### config.mk
export PLATFORM = sky130hd
export DESIGN_NAME = instr_phase_sequencer
export DESIGN_NICKNAME = d
export VERILOG_FILES = /design/src/rtl/instr_phase_sequencer.sv
export SDC_FILE = /design/constraint.sdc
export NUM_CORES = 1
export LEC_CHECK = 0
export ABC_AREA = 1
export CORE_ASPECT_RATIO = 1.25
export CORE_MARGIN = 2
export CORE_UTILIZATION = 52
export CTS_BUF_LIST = sky130_fd_sc_hd__clkbuf_4
export DETAILED_ROUTE_END_ITERATION = 10
export GPL_TIMING_DRIVEN = 0
export PLACE_DENSITY_LB_ADDON = 0.15
export SLEW_MARGIN = 30
export SYNTH_ARGS = -nofsm -noshare
export SYNTH_HDL_FRONTEND = slang
export SYNTH_SLANG_ARGS = --single-unit
export TNS_END_PERCENT = 10
### constraint.sdc
create_clock -name clk -period 1.95 [get_ports clk]
set_input_delay 0.195 -clock clk [delete_from_list [all_inputs] [get_ports clk]]
set_output_delay 0.195 -clock clk [all_outputs]
set_load 0.02 [all_outputs]
### src/rtl/instr_phase_sequencer.sv
// One-hot stage-enable sequencer for the non-pipelined LEGv8 datapath.
// Walks FETCH..WB per instruction, parking in WAIT while the multiplier/divider runs.
module instr_phase_sequencer #(
   parameter int unsigned MAX_STALL_CYCLES = 16,
   parameter int unsigned COUNT_W          = 32
) (
   input  logic               clk,
   input  logic               reset,
   input  logic               run,
   input  logic               step,
   input  logic               stall,
   input  logic               multiplier_done,
   input  logic               divider_done,
   output logic               fetch_en,
   output logic               read_en,
   output logic               exec_en,
   output logic               mem_read_en,
   output logic               mem_write_en,
   output logic               write_en,
   output logic [2:0]         phase,
   output logic               busy,
   output logic               stall_timeout,
   output logic [COUNT_W-1:0] retired_count
);

   localparam int unsigned WaitW = (MAX_STALL_CYCLES > 1) ? $clog2(MAX_STALL_CYCLES) : 1;
   localparam logic [WaitW-1:0] WaitLast = WaitW'(MAX_STALL_CYCLES - 1);

   typedef enum logic [2:0] {
      StIdle    = 3'd0,
      StFetch   = 3'd1,
      StDecode  = 3'd2,
      StExecute = 3'd3,
      StWait    = 3'd4,
      StMemRd   = 3'd5,
      StMemWr   = 3'd6,
      StWb      = 3'd7
   } state_e;

   state_e             state_q, state_d;
   logic [WaitW-1:0]   wait_cnt_q, wait_cnt_d;
   logic               timeout_q, timeout_d;
   logic [COUNT_W-1:0] retired_q, retired_d;
   logic               done;

   assign done = multiplier_done | divider_done;

   always_ff @(posedge clk) begin
      if (reset) begin
         state_q    <= StIdle;
         wait_cnt_q <= '0;
         timeout_q  <= 1'b0;
         retired_q  <= '0;
      end else begin
         state_q    <= state_d;
         wait_cnt_q <= wait_cnt_d;
         timeout_q  <= timeout_d;
         retired_q  <= retired_d;
      end
   end

   always_comb begin
      state_d    = state_q;
      wait_cnt_d = wait_cnt_q;
      timeout_d  = timeout_q;
      retired_d  = retired_q;
      unique case (state_q)
         StIdle: begin
            if (!timeout_q && (run || step)) state_d = StFetch;
         end
         StFetch:  state_d = StDecode;
         StDecode: state_d = StExecute;
         StExecute: begin
            // A result already valid in EXECUTE skips the wait phase entirely.
            if (stall && !done) begin
               state_d    = StWait;
               wait_cnt_d = '0;
            end else begin
               state_d = StMemRd;
            end
         end
         StWait: begin
            if (done) begin
               state_d    = StMemRd;
               wait_cnt_d = '0;
            end else if (wait_cnt_q == WaitLast) begin
               state_d    = StIdle;
               timeout_d  = 1'b1;
               wait_cnt_d = '0;
            end else begin
               wait_cnt_d = wait_cnt_q + WaitW'(1);
            end
         end
         StMemRd: state_d = StMemWr;
         StMemWr: state_d = StWb;
         StWb: begin
            retired_d = retired_q + COUNT_W'(1);
            state_d   = run ? StFetch : StIdle;
         end
      endcase
   end

   always_comb begin
      fetch_en     = 1'b0;
      read_en      = 1'b0;
      exec_en      = 1'b0;
      mem_read_en  = 1'b0;
      mem_write_en = 1'b0;
      write_en     = 1'b0;
      unique case (state_q)
         StFetch:   fetch_en     = 1'b1;
         StDecode:  read_en      = 1'b1;
         StExecute: exec_en      = 1'b1;
         StMemRd:   mem_read_en  = 1'b1;
         StMemWr:   mem_write_en = 1'b1;
         StWb:      write_en     = 1'b1;
         default:   ;
      endcase
   end

   assign phase         = state_q;
   assign busy          = (state_q != StIdle);
   assign stall_timeout = timeout_q;
   assign retired_count = retired_q;

`ifndef SYNTHESIS
   always_ff @(posedge clk) begin
      if (!reset) begin
         assert ($onehot0({fetch_en, read_en, exec_en, mem_read_en, mem_write_en, write_en}))
         else $error("stage enables not one-hot");
      end
   end
`endif

endmodule

==> run metrics <==
clk sink count=40; period utilization=95.6%; Root Driver=clkbuf_4; Leak=1.06 nW; f_max=approximately 540 MHz; Net count, final=404; met1 GRT Util=about a quarter; Mapped Area=roughly 2200 um2; Num CTS Buffers=5; DP HPWL=4070 um; max incr delay on CP=590 ps; WP data arrival=between 1500 and 2000 ps; die area=4750 um2; first-pass GRT wire length=8600 um; Final min period=1860 ps; worst-path fanout max=8; DRC=0; initial antenna violation count=0; Clock Latency Late Sink=350 ps; final core occ=69.0%; Horiz. Die Dim=62.0 um; core area=4070 um2; Vias per Instance=4.97; CP most frequent cell=inv_1; Netlist cell types=29; Slew @ Worst Pin=520 ps; DRT Pass-1 Iters=4; met2 Usage GRT=a little over two fifths; Gate power share=13.8%; CTS tree=built; slowest CP cell=clkdlybuf4s50_1; most common cell after layout, fill and taps aside=nand2_1; unrepaired setup endpoints after global routing=no; Syn Area/Cell=roughly 6.5 um2; gr usage total=23.3%; Max transition margin=65.3%; Hold Vio Cnt, Final=0; vias in the first global route=about 2000; H-tree depth=2; register area share after synthesis=36.6%; Place WS=274 ps; Switch Pwr=404 uW; met3 Usage GRT=5.09%; Final TNS setup=0 ps; Crit. Startpoint=phase[1]; final slew viol count=0; most frequent cells in the layout=86 x nand2_1, 60 x nor2_1, 47 x clkdlybuf4s50_1; DR vias=2248; reg2reg path depth=9; Max Root-Sink Buffers=2; input/output buffers=49; Reg power frac=58.6%; Layout area overhead=28.1%; global route hottest layer=met2; reg2reg start=retired_count[0]; synthesized net count=348; R2R Setup Slk=330 ps; clk slew on worst S/H paths=120 ps; reg-to-reg critical path endpoint=retired_count[22]; Net Sw Frac=27.8%; DR iter-0 viols=around 90; Worst EP required=1750 ps; final setup fails=0; wire per inst=11.3 um; Yosys reg bits=40; Startpoint Class=register; Min-Delay Endpoint=retired_count[10]; Pint=1.05 mW; Power Dens Cells=518 nW/um2; Initial Utilization=53.8%; Congestion Overflow GR=0; Clock Skew=13.0 ps; antenna cell count=0; Final ANT Viol Nets=0; Worst Setup End Kind=output port; HP Class=reg -> reg; Clock power frac=27.6%; Syn. warnings=0; Rows=26; largest net degree at the start of global routing=13; Post-Route WL=5110 um; Max-cap violations=0; Ports=50; status=completed; Die Ht=76.6 um; layout cells sized above 1=8.08%; post-synthesis instance total=339; Crit Path Class=reg -> out; gpl congestion=0.928; VDD IR max=0.341 mV; CP cell instances=nand2_2, inv_1, nand2_1, inv_1, clkdlybuf4s50_1; final worst slack=~86 ps; hold depth=2; Hold Crit Start=retired_count[10]
[through the flow]
step | cells | hold WS, ps | total power, mW | instance area, um2
3_3_place_gp | 444 | 461 | 1.07 | 2750
3_5_place_dp | 444 | 465 | 1.07 | 2750
2_1_floorplan | 339 | 350 | 0.982 | 2190
5_1_grt | 452 | 507 | 1.52 | 2810
6_report | 452 | 485 | 1.45 | 2810
4_1_cts | 452 | 489 | 1.48 | 2800
[synthesized netlist by cell type, drive strengths merged]
| master | number | share of area [%] |
|---|---|---|
| inv | 44 | 7.5 |
| clkinv | 1 | 0.17 |
| nand3 | 20 | 5.7 |
| nand2 | 88 | 15 |
| clkbuf | 3 | 0.97 |
| dfxtp | 40 | 37 |
| nand3b | 3 | 1.0 |
| nor3b | 1 | 0.34 |
| ha | 2 | 1.1 |
| o21ai | 17 | 4.1 |
| nor2 | 71 | 15 |
| and3 | 3 | 0.91 |
| o21a | 2 | 0.69 |
| or2 | 1 | 0.29 |
| buf | 1 | 0.51 |
| xnor2 | 1 | 0.40 |
| a21oi | 24 | 5.5 |
| nand4 | 8 | 2.3 |
| nor3 | 9 | 2.1 |
[layer usage]
metal | wire length [um] | vias up
met2 | 2690 | 44
met5 | 0 | -
li1 | - | 1196
met3 | 204 | 7
met1 | 2150 | 1001
met4 | 68 | 0
[cell families after synthesis]
group                      Yosys count  synth area share (%)
buffers and inverters               49                  9.20
xor gates and xnor gates             1                 0.400
DFF                                 40                  36.6
AOI/OAI and AO/OA                   43                  10.2
and+or+nand+nor                    204                  42.5
adders and majority gates            2                  1.14
[worst max-delay path by stage]
stage / endpoint / slack, ps
after floorplan: retired_count[22] / 370
after global placement: write_en / 270
after detailed placement: write_en / 270
after CTS: exec_en / 20
after global routing: exec_en / 5
final: exec_en / 90
[worst max-delay path: cells and delay by family, from the launching register on]
kind / cells / cell delay [ps]
simple gates: 2 / 190
flops: 1 / 410
buf+inv: 3 / 740
[cell type report]
class	instances	area [um2]
repair buffers	49	488
clock buffers	5	37.5
fillers	390	1260
inverters	45	169
multi-input cells	250	1190
plain buffers	4	32.5
clock inverters	3	13.8
well taps	56	70.1
flip-flops and latches	40	807
[flip-flops by register name (all words and copies together) (netlist names)]
register       flops
stall_timeout      1
wait_cnt_q         4
phase              3
retired_count     32
[power groups by stage]
| stage | combinational, mW | clock, mW | sequential [mW] |
|---|---|---|---|
| after global placement | 0.201 | 0 | 0.868 |
| after global routing | 0.220 | 0.445 | 0.856 |
| after floorplan | 0.104 | 0 | 0.878 |
| after detailed placement | 0.201 | 0 | 0.868 |
| after CTS | 0.201 | 0.424 | 0.852 |
| final | 0.200 | 0.401 | 0.852 |
[repair_timing]
| action | in CTS | in global routing |
|---|---|---|
| endpoints found under the setup margin | 4 | 1 |
| gates cloned | 0 | 0 |
| hold buffers | 0 | 0 |
| buffers inserted | 0 | 0 |
| gates resized for setup | 5 | 1 |
No activity file was read; power rests on OpenSTA's default activity.
